`config.mk`:
```
export PLATFORM = sky130hd
export DESIGN_NAME = fetch_unit
export DESIGN_NICKNAME = d
export VERILOG_FILES = /design/src/rtl/fetch_unit.sv
export SDC_FILE = /design/constraint.sdc
export NUM_CORES = 1
export LEC_CHECK = 0
export BUFFER_PORTS_ARGS = -buffer_cell sky130_fd_sc_hd__buf_4
export CAP_MARGIN = 20
export CORE_ASPECT_RATIO = 1.2
export CORE_MARGIN = 2
export CORE_UTILIZATION = 30
export CTS_CLUSTER_SIZE = 10
export DETAILED_ROUTE_END_ITERATION = 10
export GPL_TIMING_DRIVEN = 0
export MAX_ROUTING_LAYER = met4
export PLACE_DENSITY = 0.6
export SLEW_MARGIN = 10
export SYNTH_ARGS = -nofsm -noshare
export SYNTH_HDL_FRONTEND = slang
export SYNTH_SLANG_ARGS = --single-unit
```
`constraint.sdc`:
```
create_clock -name I_CLOCK -period 2.1 [get_ports I_CLOCK]
set_clock_uncertainty 0.1 [all_clocks]
set_input_delay 0.105 -clock I_CLOCK [delete_from_list [all_inputs] [get_ports I_CLOCK]]
set_output_delay 0.105 -clock I_CLOCK [all_outputs]
set_load 0.01 [all_outputs]
```
`src/rtl/fetch_unit.sv`:
```
// fetch_unit: pipeline front end.
// Owns the program counter and reads instruction memory combinationally.
// Drives the fetch->decode registers: O_PC, O_IR and the O_FetchStall bubble flag.
// Holds on a decode dependency stall. On a decode branch stall it bubbles until the
// redirect pulse arrives, then loads the PC from the redirect target.
// Ports:
//   I_CLOCK, I_RESET_N (async, active-low), I_LOCK (global run enable) -> O_LOCK
//   O_IMemAddr / I_IMemData : instruction memory read (same-cycle)
//   I_DepStallSignal, I_BranchStallSignal : decode back-pressure
//   I_BranchPCSignal, I_BranchPC : redirect pulse and target
//   O_PC, O_IR, O_FetchStall : fetch->decode payload
// Optional feature macro FETCH_PERF_CNT_EN adds two counters:
//   O_StallCycles and O_BranchCount, both saturating at 32'hFFFF_FFFF.
module fetch_unit #(
  parameter int unsigned          PC_WIDTH = 32,
  parameter int unsigned          IR_WIDTH = 32,
  parameter logic [PC_WIDTH-1:0]  RESET_PC = PC_WIDTH'(32'h0000_0000)
) (
  input  logic                I_CLOCK,
  input  logic                I_RESET_N,
  input  logic                I_LOCK,
  output logic [PC_WIDTH-1:0] O_IMemAddr,
  input  logic [IR_WIDTH-1:0] I_IMemData,
  input  logic                I_DepStallSignal,
  input  logic                I_BranchStallSignal,
  input  logic                I_BranchPCSignal,
  input  logic [PC_WIDTH-1:0] I_BranchPC,
  output logic                O_LOCK,
  output logic [PC_WIDTH-1:0] O_PC,
  output logic [IR_WIDTH-1:0] O_IR,
  output logic                O_FetchStall
`ifdef FETCH_PERF_CNT_EN
  ,
  output logic [31:0]         O_StallCycles,
  output logic [31:0]         O_BranchCount
`endif
);

  localparam int unsigned CNT_WIDTH = 32;

  typedef enum logic {
    ST_RUN     = 1'b0,
    ST_BR_WAIT = 1'b1
  } state_e;

  state_e                state_q, state_d;
  logic [PC_WIDTH-1:0]   pc_q, pc_d;
  logic [PC_WIDTH-1:0]   opc_q, opc_d;
  logic [IR_WIDTH-1:0]   ir_q, ir_d;
  logic                  stall_q, stall_d;
  logic                  lock_q;

  logic [PC_WIDTH-1:0]   pc_inc;
  logic [PC_WIDTH-1:0]   redirect_pc;
  logic                  do_fetch;
  logic                  enter_wait;
  logic                  unused_bpc_lo;

  // Redirect targets are forced to word alignment; the low bits are dropped.
  assign redirect_pc   = {I_BranchPC[PC_WIDTH-1:2], 2'b00};
  assign unused_bpc_lo = ^I_BranchPC[1:0];
  assign pc_inc        = pc_q + PC_WIDTH'(4);

  // RUN-state decisions in priority order: redirect > dep stall > branch stall > fetch.
  assign do_fetch   = (state_q == ST_RUN) && !I_BranchPCSignal && !I_DepStallSignal
                      && !I_BranchStallSignal;
  assign enter_wait = (state_q == ST_RUN) && !I_BranchPCSignal && !I_DepStallSignal
                      && I_BranchStallSignal;

  // State and output registers.
  always_ff @(posedge I_CLOCK or negedge I_RESET_N) begin
    if (!I_RESET_N) begin
      state_q <= ST_RUN;
      pc_q    <= RESET_PC;
      opc_q   <= '0;
      ir_q    <= '0;
      stall_q <= 1'b1;
      lock_q  <= 1'b0;
    end else begin
      state_q <= state_d;
      pc_q    <= pc_d;
      opc_q   <= opc_d;
      ir_q    <= ir_d;
      stall_q <= stall_d;
      lock_q  <= I_LOCK;
    end
  end

  // Next-state logic; everything holds while I_LOCK is low.
  always_comb begin
    state_d = state_q;
    pc_d    = pc_q;
    opc_d   = opc_q;
    ir_d    = ir_q;
    stall_d = stall_q;
    if (I_LOCK) begin
      case (state_q)
        ST_RUN: begin
          if (I_BranchPCSignal) begin
            pc_d    = redirect_pc;
            stall_d = 1'b1;
          end else if (do_fetch) begin
            ir_d    = I_IMemData;
            opc_d   = pc_inc;
            pc_d    = pc_inc;
            stall_d = 1'b0;
          end else if (enter_wait) begin
            stall_d = 1'b1;
            state_d = ST_BR_WAIT;
          end
          // Dependency stall: all fetch state holds so decode re-examines it.
        end
        ST_BR_WAIT: begin
          // Bubble every cycle, including the redirect cycle itself.
          stall_d = 1'b1;
          if (I_BranchPCSignal) begin
            pc_d    = redirect_pc;
            state_d = ST_RUN;
          end
        end
        default: state_d = ST_RUN;
      endcase
    end
  end

  assign O_IMemAddr   = pc_q;
  assign O_PC         = opc_q;
  assign O_IR         = ir_q;
  assign O_FetchStall = stall_q;
  assign O_LOCK       = lock_q;

`ifdef FETCH_PERF_CNT_EN
  logic [CNT_WIDTH-1:0] stall_cnt_q;
  logic [CNT_WIDTH-1:0] br_cnt_q;
  logic                 stall_evt;
  logic                 br_evt;

  // Any locked edge that does not fetch a new instruction produces a bubble or a hold.
  assign stall_evt = I_LOCK && !do_fetch;
  assign br_evt    = I_LOCK && enter_wait;

  // Saturating performance counters.
  always_ff @(posedge I_CLOCK or negedge I_RESET_N) begin
    if (!I_RESET_N) begin
      stall_cnt_q <= '0;
      br_cnt_q    <= '0;
    end else begin
      if (stall_evt && (stall_cnt_q != '1)) stall_cnt_q <= stall_cnt_q + CNT_WIDTH'(1);
      if (br_evt && (br_cnt_q != '1))       br_cnt_q    <= br_cnt_q + CNT_WIDTH'(1);
    end
  end

  assign O_StallCycles = stall_cnt_q;
  assign O_BranchCount = br_cnt_q;
`endif

endmodule

```
After elaboration in Yosys (flattened, before gate mapping):

Cells that the tools add are included.

* bitwise operators: 2
* multiplexer cells: 13
* equality and inequality tests: 3
* reductions and logical operators: 10
* add/subtract/negate cells: 1

Operators with widths (count)
* $mux W32: 3
* $pmux W32 S2: 1
* $add A32 B3 Y32 const B: 1
* $mux W1: 7
* $logic_and A1 B1 Y1: 4
* $ne A4 B4 Y1 const B: 1
* $pmux W1 S2: 2
* $reduce_and A4 Y1: 1
* $logic_not A1 Y1: 3
* $ne A3 B3 Y1 const B: 1
* $reduce_and A3 Y1: 1
* $ne A2 B2 Y1 const B: 1
* $not A1 Y1: 2
* $reduce_and A2 Y1: 1

* flip-flop bits (word level): 99
* word-level logic and storage cells: 35
* output and inout port bits: 98
* input port bits: 70

Longest topological paths before layout:

Gate-level depths: netlist of run 1.

* depth in word-level cells: 8
* mapped depth: 7
* gate-level depth less buffers: 6

Worst setup path after synthesis of run 1:

Ideal clock, no wire load.

* path kind: register to register
* from: register pc_q[16], in the netlist O_IMemAddr[16]
* to: register pc_q[31], in the netlist O_IMemAddr[31]
* required time: 1.864 ns
* period minus slack after synthesis: 1.818 ns
* arrival time: 1.582 ns
* stages on the path, launching flop included: 8
* library setup time: 0.136 ns
* path buffers: 2
* path slack: 0.282 ns
* cells stage by stage: dfrtp_1 -> buf_2 -> nand4_1 -> nor4_4 -> buf_6 -> nand4_1 -> o211ai_1 -> o311ai_1

* longest elaborated chain between the ends: 4

Ends and longest elaborated chain
* start, declared: line 47 `logic [PC_WIDTH-1:0] pc_q, pc_d;`
* start signal, assigned: line 81 `pc_q <= pc_d;`
* $add A32 B3 Y32: line 62 `assign pc_inc = pc_q + PC_WIDTH'(4);`
* $mux W32: line 102 `end else if (do_fetch) begin`
* $mux W32: line 99 `if (I_BranchPCSignal) begin`
* $pmux W32 S2: line 97 `case (state_q)`

No other way between the ends. The select of a mux whose other input is x is not followed.
A chain may end at the register's enable or synchronous reset.

Final worst setup path of run 1:

* from: register state_q
* to: register ir_q[25], in the netlist O_IR[25]

* longest elaborated chain between the ends: 5

Ends and longest elaborated chain
* start, declared: line 46 `state_e state_q, state_d;`
* start signal, assigned: line 80 `state_q <= state_d;`
* $not A1 Y1 (no source line) (*)
* $logic_and A1 B1 Y1 (2 in a row): line 65 `assign do_fetch = (state_q == ST_RUN) && !I_BranchPCSignal && !I_DepStallSignal`
* $logic_and A1 B1 Y1: line 66 `&& !I_BranchStallSignal;`
* $reduce_and A4 Y1 (no source line) (*)
* end signal, assigned: line 83 `ir_q <= ir_d;`
* end, declared: line 49 `logic [IR_WIDTH-1:0] ir_q, ir_d;`

Every way passes the cells marked *; elsewhere a longest branch is shown, timed or not.

==> results.ini, run 1 <==
[final_layout]
drive_gt1_share_pct=32.76
nFillCells=1476
layout.area.seq_sq_um=2386
n_antenna_cell=0
final_util_pct=46.98
multi_input_area_sq_um=2072
area_growth_pct=53.26
fin_nets=759
instances_no_fill=897

[sta]
min_period_over_period_pct=95.95
rsz0062_at_grt=yes
hold_viol=0
tightestPinTransition_ps=664.7
period_minus_slack_ps=2015
fmax_ghz=0.4963
max_slew_margin_pct=55.69
slew_violations=0
worst_slack_ps=85.11
setup_viol=0

[global_routing]
grt_overflow=0
grt_pass1_vias=4547
grt_usage_pct=20.29
grt_max_degree=57
grt_pass1_wl_um=24560
antenna_found_initial=0

[status]
status=complete, no violations

[die]
pin_count=168
core_sq_um=14960
fp.dieH_um=139.4
die_w_um=116.9
rows=49
initial_utilization_pct=30.65
die_area_sq_um=16290

[logic_synthesis]
synth_seq_cells=95
yosysMostFrequentCell=dfrtp_1
yosysWarnings=0
ys_seq_area_share_pct=51.87
synth_area_leaders=dfrtp_1, mux2_1, nand2_1
async_flop_share_pct=100.0
synth_cells=453
synthTopCellsByCount=dfrtp_1, nand2_1, nand3_1
synth_top_area_share_pct=51.30
ys.flop_type=dfrtp_1
synth-edff-count=0
yosysTopAreaCell=dfrtp_1
netlist_area_sq_um=4586
synth_cell_type_count=48
synth_area_per_cell_sq_um=10.12

[power_and_ir_drop]
peakVddDrop_uv=362.6
leakage_nw=3.131
total_power_w=0.006458
power_density_nw_per_um2=918.9

[drt]
wl_per_cell_um=17.74
finalWirelength_um=15920
ant_nets=0
vias_per_cell=4.972
drc=0
dr_total_vias=4460
drtIter0Drc=324
dr.pass1.iters=5

[setup_path]
reg2reg_slack_ps=90
worstPathArrival_ps=2140
rr_startpoint=state_q
critPathKind=flop to flop
required_ps=2230
worst_setup_path_end_kind=flop
worstRegToRegCells=6
startpoint_type=flop
r2r-end=O_IR[25]
cp_max_fo=10

[hold_path]
hp-class=primary input to flop
whs_path_depth=3
hold_start=I_BranchPC[11]
hold_end=O_IMemAddr[11]

[cts]
clkLatencyLatePin_ps=340
cts-root-buf=clkbuf_16
cts_htree_levels=3
cts_sinks=95
numCtsBuffers=9
cts.clk_slew.worst_paths_ps=70
clockBufferDepth=2
cts_tree=built

[place]
port_buffers=160
place_ws_ps=-242.6
gp_congestion=0.8994
dp_hpwl_um=11110
place_inst=821

[flow_run]
drv_cap=0

## kinds of logic after synthesis
family / Yosys count / synth area share (%)
compound gates: 105 / 13.94
fa+ha+maj: 1 / 0.2728
flops: 95 / 51.87
buf+inv: 39 / 3.929
mux: 33 / 8.104
simple gates: 151 / 16.45
xor+xnor: 28 / 5.348
other cells: 1 / 0.08178
## registers in the layout, summed over array words and instances, names as in the netlist
register and cells:
O_IR 32, O_IMemAddr 30, O_PC 30, O_FetchStall 1, O_LOCK 1, state_q 1
## cells in the final DEF (no fill, tap or decap), drive strengths merged, types with 10 or more instances in the layout
cell type	netlist	layout
nor3	10	10
dlygate4sd3	0	58
a21oi	22	22
nand4	12	12
o21ai	40	40
xor2	15	15
nand2	60	60
buf	15	177
clkbuf	17	30
dfrtp	94	94
nand3	31	31
mux2	33	33
xnor2	13	13
nor2	18	18
## power by group
part / leakage (nW) / switching, W / internal (W)
combinational: 1.86 / 0.00103 / 0.00109
clock: 0.146 / 0.000700 / 0.000951
sequential: 1.12 / 0.000399 / 0.00228
total: 3.13 / 0.00213 / 0.00432
## metal layers
layer	track usage (%)	wire length, um	vias to the layer above
li1	-	-	2084
met1	25.01	6636	2175
met2	33.13	8034	175
met3	2.875	810	26
met4	8.359	433	0
met5	-	0	-
## critical path: stages, from the launching register on
cell and delay (ps):
dfrtp_1 410, nor3_2 240, o21a_2 200, nand2_1 130, buf_4 230, clkbuf_4 230, mux2_1 340
## repair_timing
item,4_1_cts,5_1_grt
gates cloned,0,0
setup endpoints to repair,24,80
pin swaps,0,3
gates resized for setup,6,27
endpoints found under the hold margin,95,0
setup buffers,0,2
hold buffers,58,0
## stage by stage
step	hold WS [ps]	cell area, sq um	setup TNS [ps]
3_3_place_gp	123.5	6053	-1971
3_5_place_dp	25.67	6081	-2672
4_1_cts	2.153	6977	0
6_report	2.833	7028	0
5_1_grt	14.76	7028	-3.859
2_1_floorplan	-290.6	4597	0
## layout make-up
class	instances	share of cell area [%]
timing repair buffer	221	25.96
clock buffer	12	3.507
sequential	95	33.95
buffer	32	2.457
tap	204	3.632
multi-input combinational	322	29.48
clock inverter	4	0.6409
inverter	7	0.3739
## worst max path at each step
stage	from	endpoint	slack [ps]	cells after the start
floorplan	O_IMemAddr[16]	O_IMemAddr[31]	280	7
global placement	I_LOCK	O_IMemAddr[8]	-210	6
detailed placement	I_LOCK	O_IMemAddr[8]	-240	6
CTS	state_q	O_IR[12]	10	6
global route	state_q	O_IMemAddr[7]	-2	5
finish	state_q	O_IR[25]	90	6
(Power assumes the default switching activity.)
==> inputs of run 2 (changes only) <==
--- a/config.mk
+++ b/config.mk
@@ -7,7 +7,7 @@
 export LEC_CHECK = 0
 export BUFFER_PORTS_ARGS = -buffer_cell sky130_fd_sc_hd__buf_4
 export CAP_MARGIN = 20
-export CORE_ASPECT_RATIO = 1.2
+export CORE_ASPECT_RATIO = 0.9
 export CORE_MARGIN = 2
 export CORE_UTILIZATION = 30
 export CTS_CLUSTER_SIZE = 10
==> constraint.sdc (replaced) <==
create_clock -name I_CLOCK -period 2.4 [get_ports I_CLOCK]
set_clock_uncertainty 0.1 [all_clocks]
set_input_delay 0.12 -clock I_CLOCK [delete_from_list [all_inputs] [get_ports I_CLOCK]]
set_output_delay 0.12 -clock I_CLOCK [all_outputs]
set_load 0.01 [all_outputs]
==> results.ini, run 2 (synthesis results as in run 1) <==
[sta]
min_period_over_period_pct=91.46
hold_viol=0
period_minus_slack_ps=2195
tightestPinTransition_ps=790.9
max_slew_margin_pct=46.92
setup_tns_ps=0
rsz0062_at_grt=no
fmax_ghz=0.4556
setup_viol=0
slew_violations=0

[global_routing]
antenna_found_initial=0
grt_pass1_vias=4486
grt_max_degree=53
grt_overflow=0
grt_usage_pct=20.24
grt_pass1_wl_um=24430

[die]
rows=42
core_sq_um=14820
die_w_um=134.3
pin_count=168
fp.dieH_um=121.3
die_area_sq_um=16290
initial_utilization_pct=30.94

[place]
place_inst=815
placed_cell_area_sq_um=6073
dp_hpwl_um=11380
port_buffers=160
gp_congestion=0.8560

[final_layout]
stdcell_area_sq_um=6888
area_growth_pct=50.20
instances_no_fill=883
final_util_pct=46.48
nFillCells=1431
drive_gt1_share_pct=30.51
final_common_cell=buf_4
n_antenna_cell=0
largest_register_ffs=32
fin_nets=753
layout_common_cells=buf_4, dfrtp_1, nand2_1, dlygate4sd3_1, nand3_1

[setup_path]
startpoint=state_q
required_ps=2520
slowest_stage=clkbuf_1
worst_path_largest_cell_delay_ps=520
startpoint_type=flop
rr_startpoint=state_q
worstPathCellList=nor3_1 -> o21a_1 -> clkbuf_1 -> clkbuf_2 -> a2bb2oi_1
worst_setup_path_end_kind=flop
cp_max_fo=10
worstPathArrival_ps=2310
critPathKind=flop to flop

[status]
status=complete, no violations

[cts]
clockBufferDepth=2
clkLatencyLatePin_ps=350
cts_sinks=95
cts_htree_levels=3
cts-root-buf=clkbuf_16
cts.clk_slew.worst_paths_ps=70
numCtsBuffers=9
cts_tree=built

[power_and_ir_drop]
power_density_nw_per_um2=796.4
leakage_nw=3.060
peakVddDrop_uv=338.4

[hold_path]
hp-class=primary input to flop
hold_start=I_BranchPC[11]

[drt]
ant_nets=0
drc=0
wl_per_cell_um=17.82
finalWirelength_um=15730
dr.pass1.iters=4
drtIter0Drc=267
dr_total_vias=4425
vias_per_cell=5.011

[flow_run]
drv_cap=0

## run 2: metrics by stage
step / hold WS, ps / worst slack (ps) / power, W
after global placement: 138.4 / 146.1 / 0.004085
after detailed placement: 78.90 / 84.49 / 0.004142
after global routing: 7.526 / 30.03 / 0.005824
after floorplan: -275.6 / 581.9 / 0.003114
after CTS: 0.4987 / 69.11 / 0.005538
final: 13.75 / 205.0 / 0.005485
## run 2: repair_timing
item | 4_1_cts | 5_1_grt
hold endpoints to repair | 94 | 0
gates resized for setup | 0 | 3
endpoints found under the setup margin | 0 | 12
buffers inserted | 0 | 0
hold buffers | 54 | 0
## run 2: critical path: cells and delay by family (launching register included)
family,cells,cell delay (ps)
and+or+nand+nor,1,290
buffers and inverters,2,920
AOI/OAI and AO/OA,2,340
DFF,1,410
## run 2: final timing paths
path	endpoint	slack, ps	depth (start not counted)
max in group asynchronous	O_IR[24]	1300	3
min reg2reg	O_PC[4]	380	2
max reg2reg	O_IMemAddr[21]	200	5
min in group asynchronous	O_PC[17]	220	2
max	O_IMemAddr[21]	200	5
min	O_IMemAddr[11]	10	3
## run 2: power breakdown
group / internal [W] / total (W) / switching [W]
sequential: 0.00199 / 0.00235 / 0.000356
clock: 0.000692 / 0.00131 / 0.000620
combinational: 0.000942 / 0.00183 / 0.000886
total: 0.00362 / 0.00549 / 0.00186
## run 2: layout make-up
cell class,instances,area (sq um),area share (%)
Buffer,32,155.1,2.252
Clock buffer,9,225.2,3.270
Clock inverter,5,35.03,0.5086
Inverter,7,26.28,0.3815
Multi-Input combinational cell,322,2051,29.77
Sequential cell,95,2379,34.53
Tap cell,198,247.7,3.597
Timing Repair Buffer,215,1769,25.69
## run 2: routing by layer
layer | global-route usage, % | share of wire [%] | vias to the layer above
met3 | 4.052 | 5.7 | 28
met1 | 26.32 | 45 | 2153
met4 | 7.566 | 2.3 | 0
li1 | - | - | 2067
met2 | 31.41 | 47 | 177
met5 | - | 0 | -
